<file path="src/rtl/ifetch_axi_master.sv">
// Instruction-fetch front end: single-beat AXI4 reads from dram_base + pc,
// a small instruction buffer toward decode, redirect and stop-on-fault.
module ifetch_axi_master #(
  parameter int unsigned FIFO_DEPTH = 4,
  parameter logic [2:0]  ARPROT_VAL = 3'b100
) (
  input  logic        ACLK,
  input  logic        ARESETN,
  input  logic        run,
  input  logic [31:0] dram_base,
  input  logic [31:0] entry_pc,
  input  logic        redirect_valid,
  input  logic [31:0] redirect_pc,
  output logic [31:0] m_araddr,
  output logic        m_arvalid,
  input  logic        m_arready,
  output logic [7:0]  m_arlen,
  output logic [2:0]  m_arsize,
  output logic [1:0]  m_arburst,
  output logic [2:0]  m_arprot,
  input  logic [31:0] m_rdata,
  input  logic [1:0]  m_rresp,
  input  logic        m_rlast,
  input  logic        m_rvalid,
  output logic        m_rready,
  output logic        inst_valid,
  input  logic        inst_ready,
  output logic [31:0] inst_pc,
  output logic [31:0] inst_bits,
  output logic        inst_fault,
  output logic [31:0] debug_last_pc
);

  localparam int unsigned XLEN  = 32;
  localparam int unsigned PTR_W = (FIFO_DEPTH > 1) ? $clog2(FIFO_DEPTH) : 1;
  localparam int unsigned CNT_W = PTR_W + 1;

  typedef struct packed {
    logic [XLEN-1:0] pc;
    logic [XLEN-1:0] bits;
    logic            fault;
  } entry_t;

  typedef enum logic [1:0] {IDLE, ADDR, DATA, HALT} state_t;

  state_t          state, state_n;
  logic            run_q;
  logic [XLEN-1:0] pc, pc_n;
  logic [XLEN-1:0] pc_req, pc_req_n;
  logic            discard, discard_n;
  logic [XLEN-1:0] araddr_n;
  logic            arvalid_n, rready_n;

  entry_t          mem [FIFO_DEPTH];
  logic [PTR_W-1:0] rd_ptr, rd_n, wr_ptr, wr_n;
  logic [CNT_W-1:0] count, count_n;
  entry_t          head_n;
  entry_t          push_entry;
  logic            valid_n;

  logic rise, flush, ar_hs, r_hs, pop, push, outstanding, issue;

  // Single-beat, incrementing, word-sized reads with fixed protection.
  assign m_arlen   = 8'd0;
  assign m_arsize  = 3'b010;
  assign m_arburst = 2'b01;
  assign m_arprot  = ARPROT_VAL;

  // Every read is a single beat, so RLAST carries no information.
  logic unused_rlast;
  assign unused_rlast = m_rlast;

  // Handshake and flush qualifiers shared by the control and buffer logic.
  assign rise  = run & ~run_q;
  assign flush = redirect_valid | rise | ~run;
  assign ar_hs = m_arvalid & m_arready;
  assign r_hs  = m_rvalid & m_rready;
  assign pop   = inst_valid & inst_ready & ~flush;

  assign push_entry.pc    = pc_req;
  assign push_entry.bits  = m_rdata;
  assign push_entry.fault = |m_rresp;

  // Next-state, pc bookkeeping, buffer pointers and AR issue decision.
  always_comb begin
    state_n     = state;
    pc_n        = pc;
    pc_req_n    = pc_req;
    discard_n   = discard;
    araddr_n    = m_araddr;
    push        = 1'b0;
    outstanding = 1'b0;
    issue       = 1'b0;

    case (state)
      ADDR: begin
        outstanding = 1'b1;
        if (ar_hs) state_n = DATA;
      end
      DATA: begin
        if (r_hs) begin
          state_n   = IDLE;
          discard_n = 1'b0;
          if (!discard && !flush) begin
            push = 1'b1;
            pc_n = pc_req + 32'd4;
            if (push_entry.fault) state_n = HALT;
          end
        end else begin
          outstanding = 1'b1;
        end
      end
      HALT: begin
        if (redirect_valid || !run) state_n = IDLE;
      end
      default: ;
    endcase

    if (rise)           pc_n = entry_pc;
    if (redirect_valid) pc_n = redirect_pc;
    // A read already in flight belongs to the old stream; drop its data.
    if ((rise || redirect_valid) && outstanding) discard_n = 1'b1;

    rd_n    = flush ? '0 : rd_ptr + PTR_W'(pop);
    wr_n    = flush ? '0 : wr_ptr + PTR_W'(push);
    count_n = flush ? '0 : count + CNT_W'(push) - CNT_W'(pop);
    head_n  = (push && (wr_ptr == rd_n)) ? push_entry : mem[rd_n];
    valid_n = (count_n != '0);

    // One read in flight at most, and only when its data has a slot.
    if (state_n == IDLE && run && !rise && (count_n < CNT_W'(FIFO_DEPTH))) begin
      issue    = 1'b1;
      state_n  = ADDR;
      pc_req_n = pc_n;
      araddr_n = dram_base + pc_n;
    end

    arvalid_n = (state_n == ADDR);
    rready_n  = (state_n == DATA);
  end

  // Control state, pc and AXI request registers.
  always_ff @(posedge ACLK or negedge ARESETN) begin
    if (!ARESETN) begin
      state     <= IDLE;
      run_q     <= 1'b0;
      pc        <= '0;
      pc_req    <= '0;
      discard   <= 1'b0;
      m_araddr  <= '0;
      m_arvalid <= 1'b0;
      m_rready  <= 1'b0;
    end else begin
      state     <= state_n;
      run_q     <= run;
      pc        <= pc_n;
      pc_req    <= pc_req_n;
      discard   <= discard_n;
      m_araddr  <= araddr_n;
      m_arvalid <= arvalid_n;
      m_rready  <= rready_n;
    end
  end

  // Instruction buffer storage; contents are qualified by the pointers.
  always_ff @(posedge ACLK) begin
    if (push) mem[wr_ptr] <= push_entry;
  end

  // Buffer pointers, registered head toward decode and debug pc.
  always_ff @(posedge ACLK or negedge ARESETN) begin
    if (!ARESETN) begin
      rd_ptr        <= '0;
      wr_ptr        <= '0;
      count         <= '0;
      inst_valid    <= 1'b0;
      inst_pc       <= '0;
      inst_bits     <= '0;
      inst_fault    <= 1'b0;
      debug_last_pc <= '0;
    end else begin
      rd_ptr     <= rd_n;
      wr_ptr     <= wr_n;
      count      <= count_n;
      inst_valid <= valid_n;
      inst_pc    <= head_n.pc;
      inst_bits  <= head_n.bits;
      inst_fault <= head_n.fault;
      if (pop) debug_last_pc <= inst_pc;
    end
  end

endmodule

</file>
<file path="config.mk">
export PLATFORM = sky130hd
export DESIGN_NAME = ifetch_axi_master
export DESIGN_NICKNAME = d
export VERILOG_FILES = /design/src/rtl/ifetch_axi_master.sv
export SDC_FILE = /design/constraint.sdc
export NUM_CORES = 1
export LEC_CHECK = 0
export ABC_CLOCK_PERIOD_IN_PS = 21200
export BUFFER_PORTS_ARGS = -buffer_cell sky130_fd_sc_hd__buf_2
export CAP_MARGIN = 20
export CORE_ASPECT_RATIO = 1.25
export CORE_UTILIZATION = 45
export DETAILED_ROUTE_END_ITERATION = 10
export GPL_TIMING_DRIVEN = 1
export PLACE_DENSITY_LB_ADDON = 0.12
export SYNTH_ARGS = -nofsm -noshare
export SYNTH_HDL_FRONTEND = slang
export SYNTH_SLANG_ARGS = --single-unit
</file>
<file path="constraint.sdc">
create_clock -name ACLK -period 21.2 [get_ports ACLK]
set_input_delay 2.12 -clock ACLK [delete_from_list [all_inputs] [get_ports ACLK]]
set_output_delay 2.12 -clock ACLK [all_outputs]
set_load 0.1 [all_outputs]
</file>
==> impl_metrics.yaml, run 1 <==
routing:
  antenna_left: 0
  routed_wl_um: 49200
  drc: 0
  vias: 14500
  drt_iter0_markers: 879
  wl_per_cell_um: 18.1
  dr.pass1.iters: 5
  viasPerCell: 5.35
place:
  port_buffers: 268
  dpl.hpwl_um: 30100
  routabilityCongestion: 0.824
clocking:
  cts_resized: 0
  cts_hold_buf: 0
  cts.path.max_buffers: 3
  cts-root-buf: "clkbuf_16"
  clock_sinks: 467
  clock_latency_ns: 0.57
  cts_tree: "built"
  cts_inserted_buffers: 47
  clk_pin_slew_ns: 0.06
  htreeDepth: 2
  cts_setup_buffers: 0
synthesis:
  synth_top_area_share_pct: 37.8
  ys_seq_elements: 467
  ys.flop_type: "edfxtp_1"
  syn-instance-count: 1871
  netlist_area_um2: 20700
  avgSynthCellArea_um2: 11.0
  synthArstFlopShare_pct: 44.3
  synthTopCellsByArea: "edfxtp_1 (38%), dfrtp_1 (25%), nand2_1 (5.6%), nor2_1 (4.7%), o21ai_0 (4.3%)"
  synthDistinctLibCells: 76
  synth_edf_count: 260
  synth_top_cell_by_area: "edfxtp_1"
  yosysWarnings: 0
  yosysSeqAreaShare_pct: 62.8
hold_path:
  min_path_type: "register to register"
worst_setup_path:
  r2r_setup_slack_ns: 15.54
  worst_setup_path_end_kind: "register"
  worstPathCellList: "buf_2 -> buf_4 -> nand3b_1 -> or3_1 -> inv_2 -> buf_4 -> nand2_1 -> a21oi_1 -> a21oi_1 -> o21ai_0 -> ha_1 -> inv_1 -> fa_1 -> nor2b_1 -> o211ai_1 -> a31oi_1 -> o211a_1 -> o21ai_0 -> o41ai_1 -> mux2i_1 -> nand3_1"
  crit_slowest_cell: "o41ai_1"
  path_buf_inv: 5
  path_delay_family: "compound AO/OA/AOI/OAI gates"
  cp.arrival_ns: 7.42
  critical_path_required_ns: 21.64
  cp_max_fo: 57
  start_kind: "input port"
  critPathKind: "input port to register"
  cpPeakStageDelay_ns: 0.59
timing:
  fin_setup_tns_ns: 0
  setup_viol: 0
  hold_viol: 0
  post-route-min-period_ns: 6.98
  slew_headroom_pct: 21.7
  fmax_ghz: 0.143
  worst_slew_pin_slew_ns: 1.15
  clock_skew_ns: 0.0219
  slew_viol_final: 0
  rsz0062_at_grt: "false"
  fin_crit_sh_pct: 32.9
cells_and_area:
  nFillCells: 4008
  layout-drive-gt1-share_pct: 20.5
  most-common-layout-cells: "nand2_1 (304), buf_2 (267), edfxtp_1 (260), nor2_1 (255), dfrtp_1 (207)"
  antennaDiodeCount: 0
  final_common_cell: "nand2_1"
  layout.nets: 2287
  syn_to_final_growth_pct: 15.9
floorplanning:
  die_width_um: 194
  chipHeight_um: 242
  core_um2: 45200
  initial_core_util_pct: 45.7
  fp-row-count: 87
  io_pins: 286
  die_area_um2: 46800
global_route:
  grt_start_max_net_pins: 105
  grt_usage_pct: 21.1
  grt-ovfl-total: 0
  grt_antenna_before_repair: 0
  grt_pass1_vias: 14300
  grt_pass1_wl_um: 78000
power_and_ir_drop:
  p_per_area_nw_per_um2: 104
  p_leak_nw: 10.0
  ir_worst_vdd_mv: 0.0867
  p_total_mw: 2.50
run_status:
  status: "completed"
job:
  cap_violations: 0
## through the flow
stage	cells	cell area (um2)	hold WS [ns]	util (%)	setup WS (ns)
2_1_floorplan	1885	20700	0.472	-	12.77
3_5_place_dp	2632	22400	0.466	49.7	13.64
3_3_place_gp	2632	22400	0.458	49.7	13.65
6_report	2721	23900	0.475	53.0	14.22
5_1_grt	2721	23900	0.497	53.0	13.76
4_1_cts	2720	23900	0.483	53.0	14.22
## metal layers
metal | share of wire, % | GRT usage, % | wire, um | up-vias
li1 | - | - | - | 7022
met1 | 45 | 28.7 | 22100 | 7034
met2 | 47 | 34.5 | 23000 | 393
met3 | 5.3 | 3.40 | 2590 | 95
met4 | 2.9 | 7.27 | 1430 | 0
met5 | 0 | 0 | 0 | -
## worst reg2reg max path: cells and delay by family, from the launching register on
kind            cells  cell delay, ns
compound gates      8            2.26
fa+ha+maj           3            0.90
buf+inv             4            0.69
mux                 1            0.24
simple gates        5            1.03
flops               1            0.42
## synthesized netlist by cell type, drive strengths merged (3+ instances only)
cell type and n:
a211o 3, a211oi 30, a21o 16, a21oi 62, a2bb2oi 4, a31oi 6
and2 4, and3 10, and4 4, buf 49, clkbuf 68, dfrtp 207
edfxtp 260, ha 43, inv 26, mux2 58, nand2 306, nand2b 10
nand3 86, nand4 11, nor2 257, nor2b 6, nor3 15, nor3b 6
o2111ai 3, o211ai 9, o21a 7, o21ai 192, o21bai 3, o311a 3
o31ai 8, or3 7, or4 3, xnor2 28, xor2 21
## registers in the layout, indices dropped and copies added (netlist names), 2 cells and up
name           cells
count              3
debug_last_pc     32
inst_bits         32
inst_pc           32
m_araddr          32
mem              260
pc                32
pc_req            32
rd_ptr             2
state              2
wr_ptr             2
## kinds of logic (layout without fill, tap and decap cells)
family | Yosys count | in the layout | synth area share, %
xor gates and xnor gates | 49 | 49 | 2.08
other | 2 | 16 | 0.0363
buffers and inverters | 144 | 402 | 3.12
DFF | 467 | 467 | 62.8
adders and majority gates | 45 | 45 | 2.80
AOI/OAI and AO/OA | 368 | 368 | 10.6
muxes | 60 | 60 | 3.26
and+or+nand+nor | 736 | 736 | 15.2
## worst paths after layout
| path | start | endpoint | cells after the start |
|---|---|---|---|
| min | m_araddr[19] | m_araddr[19] | 2 |
| max in group asynchronous | ARESETN | discard | 2 |
| max reg2reg | state[0] | m_araddr[30] | 21 |
| min reg2reg | m_araddr[19] | m_araddr[19] | 2 |
| max | redirect_valid | m_araddr[30] | 21 |
| min in group asynchronous | ARESETN | inst_bits[29] | 1 |
## final cells by class
class                      count  area (um2)  share of cell area [%]
tap                          578         723                    3.02
sequential                   467       13000                    54.2
clock buffer                  61        1280                    5.34
inverter                      27         104                   0.434
clock inverter                27         198                   0.825
timing repair buffer         287        1510                    6.32
multi-input combinational   1274        7140                    29.8
## where the power goes
| group | leakage, nW | total (mW) | switching, mW | internal, mW |
|---|---|---|---|---|
| Clock | 0.726 | 0.795 | 0.343 | 0.451 |
| Combinational | 4.42 | 0.534 | 0.397 | 0.137 |
| Sequential | 4.89 | 1.17 | 0.110 | 1.06 |
Power figures use the tool's default switching activity.
==> inputs of run 2 (changes only) <==
--- a/config.mk
+++ b/config.mk
@@ -5,7 +5,8 @@
 export SDC_FILE = /design/constraint.sdc
 export NUM_CORES = 1
 export LEC_CHECK = 0
-export ABC_CLOCK_PERIOD_IN_PS = 21200
+export ABC_AREA = 1
+export ABC_CLOCK_PERIOD_IN_PS = 5830
 export BUFFER_PORTS_ARGS = -buffer_cell sky130_fd_sc_hd__buf_2
 export CAP_MARGIN = 20
 export CORE_ASPECT_RATIO = 1.25
==> constraint.sdc (replaced) <==
create_clock -name ACLK -period 5.83 [get_ports ACLK]
set_input_delay 0.583 -clock ACLK [delete_from_list [all_inputs] [get_ports ACLK]]
set_output_delay 0.583 -clock ACLK [all_outputs]
set_load 0.1 [all_outputs]
==> run 2 against run 1 <==
Net effect: the flow now finishes with violations (DRC); worst hold slack lost 0.46 ns; die area decreased by 0.31%; largest cell class unchanged; via count grew 2.4%; clock-buffer cell count grew 3; synthesized cell count rose by 3.3%; design area up 0.30%; area after synthesis fell by 0.31%; combinational power increased to 4.0 times the previous value; largest power group unchanged; flip-flop and latch count unchanged.
==> impl_metrics.yaml, run 2 <==
run_status:
  status: "finished, violations left"
  violations: "DRC"
timing:
  rsz0062_at_grt: "false"
  hold_viol: 0
  layout_setup_ws_ns: 1.43
  slew_headroom_pct: 30.4
  fmax_ghz: 0.227
  post-route-min-period_ns: 4.40
  setup_viol: 0
  fin_crit_sh_pct: 75.5
  clock_skew_ns: 0.0198
  worst_slew_pin_slew_ns: 1.04
  hold_ws_ns: 0.0168
  slew_viol_final: 0
  fin_setup_tns_ns: 0
routing:
  dr.pass1.iters: 8
  antenna_left: 0
  viasPerCell: 5.32
  routed_wl_um: 53100
  drc: 32
  wl_per_cell_um: 19.0
  drt_iter0_markers: 963
  vias: 14900
floorplanning:
  die_width_um: 193
  io_pins: 286
  core_um2: 45200
  chipHeight_um: 241
  fp-row-count: 87
  initial_core_util_pct: 45.6
  die_area_um2: 46600
synthesis:
  syn-instance-count: 1932
  yosysWarnings: 0
  synth_commonest_cells: "nor2_1 (279), nand2_1 (272), edfxtp_1 (260)"
  synthTopCellsByArea: "edfxtp_1 (38%), dfrtp_1 (25%), o21ai_0 (5.6%), nor2_1 (5.1%), nand2_1 (5.0%)"
  synthArstFlopShare_pct: 44.3
  synthDistinctLibCells: 51
  ys.flop_type: "edfxtp_1"
  netlist_area_um2: 20600
  ys_seq_elements: 467
  yosysSeqAreaShare_pct: 63.0
  synth_top_cell_by_area: "edfxtp_1"
  yosysMostFrequentCell: "nor2_1"
  synth_edf_count: 260
  synth_top_area_share_pct: 37.9
  avgSynthCellArea_um2: 10.7
worst_setup_path:
  critPathKind: "input port to register"
  critical_path_required_ns: 6.33
  cp.arrival_ns: 4.90
  cpPeakStageDelay_ns: 0.43
  start_kind: "input port"
  rr_worst_depth: 20
  cp_max_fo: 31
  path_common_cell: "nand2_1"
  rr_endpoint: "m_araddr[27]"
  crit_slowest_cell: "o21ai_1"
  timing.rr.start: "pc_req[2]"
  worstPathCellList: "buf_2 -> nor2_2 -> nand2_4 -> nor2_4 -> inv_2 -> nor2_2 -> nand2_2 -> buf_4 -> a21oi_1 -> o21ai_0 -> nand2_1 -> o21ai_0 -> a21oi_1 -> ha_1 -> nand2_1 -> nor2_1 -> nand4_1 -> o21ai_1 -> a21boi_0 -> o21ai_0 -> nor2_1 -> nor2_1 -> nand2_1 -> nand2_1"
  worst_setup_path_end_kind: "register"
  r2r_setup_slack_ns: 1.43
place:
  dp_cells: 2710
  dpl.hpwl_um: 34400
  port_buffers: 268
  pre_cts_slack_ns: 0.773
  routabilityCongestion: 0.877
cells_and_area:
  fin_util_pct: 53.2
  most-common-layout-cells: "nor2_1 (278), nand2_1 (271), buf_2 (267), edfxtp_1 (260), o21ai_0 (232)"
  largest_reg_flops: 260
  final_common_cell: "nor2_1"
  stdcell_count: 2797
  layout-drive-gt1-share_pct: 18.9
  syn_to_final_growth_pct: 16.6
  layout.nets: 2364
  top_register: "mem"
power_and_ir_drop:
  p_leak_nw: 9.98
  p_per_area_nw_per_um2: 393
  ir_worst_vdd_mv: 0.357
clocking:
  cts_tree: "built"
  cts_inserted_buffers: 47
  clock_latency_ns: 0.58
  cts-root-buf: "clkbuf_16"
  cts_setup_buffers: 0
  clk_pin_slew_ns: 0.06
  htreeDepth: 2
  cts_resized: 0
  cts.path.max_buffers: 3
  clock_sinks: 467
  cts_hold_buf: 0
global_route:
  grt-ovfl-total: 0
  grt_pass1_vias: 14700
  grt_antenna_before_repair: 0
  grt_start_max_net_pins: 132
  grt_usage_pct: 23.0
  grt_pass1_wl_um: 82500
job:
  cap_violations: 0
hold_path:
  min_path_type: "input port to async pin"
## run 2: changes by cell type after synthesis, sizes merged, moves of 17 or more
cell,before,now
a211oi,30,1
a21oi,62,79
a31oi,6,69
inv,26,104
mux2,58,32
nand2,306,274
nand3,86,38
nor2,257,283
o21ai,192,252
o21bai,3,68
## run 2: worst max-delay path: cells and delay by family
kind,cells,cell delay (ns)
adders and majority gates,1,0.25
and+or+nand+nor,13,1.93
AOI/OAI and AO/OA,7,1.53
buffers and inverters,3,0.60
## run 2: power breakdown
| group | internal (mW) | switching (mW) | total [mW] | leakage [nW] |
|---|---|---|---|---|
| Sequential | 3.88 | 0.363 | 4.24 | 4.89 |
| Combinational | 0.460 | 1.66 | 2.12 | 4.33 |
| Clock | 1.82 | 1.26 | 3.07 | 0.761 |
| Total | 6.15 | 3.28 | 9.43 | 9.98 |
## run 2: cell families (layout without fill, tap and decap cells)
group | Yosys count | in the layout | share of synthesized area, %
adder cells (fa/ha/maj) | 45 | 45 | 2.81
XOR/XNOR | 34 | 34 | 1.45
buffers and inverters | 209 | 481 | 4.37
multiplexers | 32 | 32 | 1.75
AO/OA/AOI/OAI | 505 | 505 | 14.1
other | 2 | 17 | 0.0365
flip-flops | 467 | 467 | 63.0
AND/OR/NAND/NOR | 638 | 638 | 12.5
## run 2: how the worst max path moves through the flow
stage                              end            from  slack [ns]
after detailed placement  m_araddr[22]  redirect_valid        0.77
after CTS                 m_araddr[22]  redirect_valid        1.36
after global routing      m_araddr[22]           run_q        0.95
after floorplan              mem[2][0]        m_rready       -0.75
final                     m_araddr[22]  redirect_valid        1.43
after global placement    m_araddr[22]  redirect_valid        0.86
## run 2: area by class of cell
| cell class | instances | area [um2] |
|---|---|---|
| timing repair buffer | 290 | 1550 |
| fill | 4075 | 21200 |
| clock inverter | 22 | 268 |
| sequential | 467 | 13000 |
| inverter | 105 | 397 |
| clock buffer | 64 | 1290 |
| antenna | 1 | 2.50 |
| multi-input combinational | 1270 | 6800 |
| tap | 578 | 723 |
## run 2: stage by stage
| stage | cell area, um2 | total power, mW |
|---|---|---|
| after floorplan | 20700 | 5.82 |
| after global placement | 22500 | 6.39 |
| after detailed placement | 22500 | 6.41 |
| after CTS | 24000 | 9.52 |
| after global routing | 24000 | 9.86 |
| final | 24000 | 9.43 |
## run 2: metal layers
layer	vias to the layer above	share of wire, %	global-route usage, %
li1	7211	-	-
met1	7178	43	29.4
met2	398	49	39.5
met3	107	4.4	3.27
met4	0	3.7	9.38
met5	-	0	0
==> inputs of run 3 (changes only) <==
--- a/config.mk
+++ b/config.mk
@@ -5,8 +5,8 @@
 export SDC_FILE = /design/constraint.sdc
 export NUM_CORES = 1
 export LEC_CHECK = 0
-export ABC_AREA = 1
-export ABC_CLOCK_PERIOD_IN_PS = 5830
+export ABC_AREA = 0
+export ABC_CLOCK_PERIOD_IN_PS = 3700
 export BUFFER_PORTS_ARGS = -buffer_cell sky130_fd_sc_hd__buf_2
 export CAP_MARGIN = 20
 export CORE_ASPECT_RATIO = 1.25
==> constraint.sdc (replaced) <==
create_clock -name ACLK -period 3.7 [get_ports ACLK]
set_input_delay 0.37 -clock ACLK [delete_from_list [all_inputs] [get_ports ACLK]]
set_output_delay 0.37 -clock ACLK [all_outputs]
set_load 0.1 [all_outputs]
==> run 3 against run 2 <==
Net effect: the flow finishes with violations (setup timing); global-route usage increased by 0.50 points; design area increased by 13%; clock skew increased by 0.0018 ns; non-clock buffer count increased by 279; final cell count increased by 7.4%; combinational power increased by 120%; flip-flop and latch count unchanged; sequential power increased by 53%; worst hold slack improved by 0.012 ns; die area increased by 0.31%; clock-buffer cell count decreased by 5; critical path type is now register to register; largest cell class unchanged.
==> impl_metrics.yaml, run 3 (same netlist as run 1, synthesis figures left out) <==
worst_setup_path:
  rr_endpoint: "m_araddr[18]"
  cp_max_fo: 7
  startpoint: "state[0]"
  critical_path_required_ns: 4.18
  rr_worst_depth: 19
  cp.arrival_ns: 4.50
  worst_setup_path_end_kind: "register"
  r2r_setup_slack_ns: -0.32
  critPathKind: "register to register"
  timing.rr.start: "state[0]"
  start_kind: "register"
timing:
  post-route-min-period_ns: 4.02
  setup_viol: 34
  slew_headroom_pct: 53.4
  fin_crit_sh_pct: 109
  slew_viol_final: 0
  layout_setup_ws_ns: -0.321
  rsz0062_at_grt: "true"
  hold_viol: 0
  worst_slew_pin_slew_ns: 0.699
  clock_skew_ns: 0.0216
  fmax_ghz: 0.249
place:
  pre_cts_slack_ns: -0.556
  dpl.hpwl_um: 34800
  routabilityCongestion: 0.878
  dp_cells: 2849
  port_buffers: 268
job:
  cap_violations: 0
power_and_ir_drop:
  p_leak_nw: 11.8
  p_total_mw: 15.9
  ir_worst_vdd_mv: 0.744
  p_per_area_nw_per_um2: 584
floorplanning:
  die_area_um2: 46800
  chipHeight_um: 242
  fp-row-count: 87
  initial_core_util_pct: 45.7
  io_pins: 286
  die_width_um: 194
  core_um2: 45200
hold_path:
  min_from: "m_rdata[0]"
  min_to: "mem[1][1]"
  min_path_type: "input port to register"
  hold_path_depth: 1
global_route:
  grt_usage_pct: 23.5
  grt_start_max_net_pins: 132
  grt_pass1_wl_um: 86300
  grt_pass1_vias: 15900
  grt_antenna_before_repair: 2
  grt-ovfl-total: 0
cells_and_area:
  stdcell_count: 3005
  fin_util_pct: 60.3
  final_common_cell: "nand2_1"
  layout.nets: 2571
  top_register: "mem"
  nFillCells: 3735
  syn_to_final_growth_pct: 31.9
  layout-drive-gt1-share_pct: 33.5
  largest_reg_flops: 260
  antennaDiodeCount: 0
  most-common-layout-cells: "nand2_1 (298), buf_2 (267), edfxtp_1 (260), nor2_1 (251), buf_4 (251)"
clocking:
  cts_inserted_buffers: 48
  clk_pin_slew_ns: 0.07
  cts.path.max_buffers: 3
  cts-root-buf: "clkbuf_16"
  clock_sinks: 467
  clock_latency_ns: 0.58
  htreeDepth: 2
  cts_tree: "built"
routing:
  vias: 15800
  wl_per_cell_um: 18.5
  drc: 0
  routed_wl_um: 55500
  drt_iter0_markers: 811
  viasPerCell: 5.25
  antenna_left: 0
  dr.pass1.iters: 5
run_status:
  status: "finished, violations left"
  violations: "setup timing"
-- run 3: cell count changes in the layout (fill, tap and decap cells not counted), sizes merged, moves of 29 or more --
| cell | delta |
|---|---|
| a211oi | +29 |
| a31oi | -63 |
| buf | +263 |
| inv | -77 |
| nand2 | +32 |
| nand3 | +48 |
| o21ai | -60 |
| o21bai | -65 |
-- run 3: final cells by class --
class | instances | area, um2 | area share (%)
tap | 578 | 723 | 2.65
timing repair inverter | 1 | 7.51 | 0.0275
sequential | 467 | 13000 | 47.7
clock inverter | 30 | 290 | 1.07
multi-input combinational | 1274 | 7810 | 28.7
timing repair buffer | 569 | 4030 | 14.8
inverter | 27 | 109 | 0.399
clock buffer | 59 | 1290 | 4.75
-- run 3: worst max-delay path, cell delays in order (launching register included) --
cell	delay (ns)
dfrtp_1	0.39
inv_2	0.08
ha_4	0.14
nand3_4	0.07
or3_4	0.42
buf_12	0.18
nor2_4	0.10
a211oi_2	0.04
o31ai_2	0.29
ha_1	0.32
buf_6	0.13
nor2b_4	0.11
o211ai_1	0.24
a31oi_2	0.18
buf_4	0.19
o211ai_1	0.24
a21oi_1	0.13
o21a_1	0.21
o21a_1	0.19
o31ai_2	0.24
-- run 3: per-stage QoR --
stage	TNS, ns	hold WS [ns]	area, um2
final	-4.06	0.0292	27300
after global routing	-12.78	0.0138	27300
after CTS	-3.02	0.000851	26600
after detailed placement	-15.10	0.428	24300
after global placement	-13.86	0.433	24300
after floorplan	-5.56	0.0744	20900
-- run 3: repair_timing --
item	in CTS	in global routing
endpoints found under the hold margin	119	0
gates cloned	3	6
gates resized for setup	75	103
endpoints found under the setup margin	64	64
pin swaps	29	33
hold buffers	12	0
setup buffers	28	19
-- run 3: per-layer routing --
metal  GRT usage, %  up-vias  part of all wire (%)
met5              0        -                 0.029
met4           7.65        2                   3.0
met3           3.75      105                   5.0
met2           39.6      439                    49
met1           30.9     7630                    43
li1               -     7592                     -
-- run 3: how the worst max path moves through the flow --
stage,end,slack (ns),depth (start not counted)
5_1_grt,m_araddr[18],-0.54,19
6_report,m_araddr[18],-0.32,19
3_3_place_gp,m_araddr[28],-0.49,18
4_1_cts,m_araddr[30],-0.29,21
3_5_place_dp,m_araddr[30],-0.56,21
2_1_floorplan,m_araddr[27],-0.39,21
-- run 3: power by group --
group	total, mW	internal, mW	switching, mW
sequential	6.47	6.10	0.374
combinational	4.59	1.65	2.93
clock	4.84	2.84	2.01
total	15.9	10.6	5.32
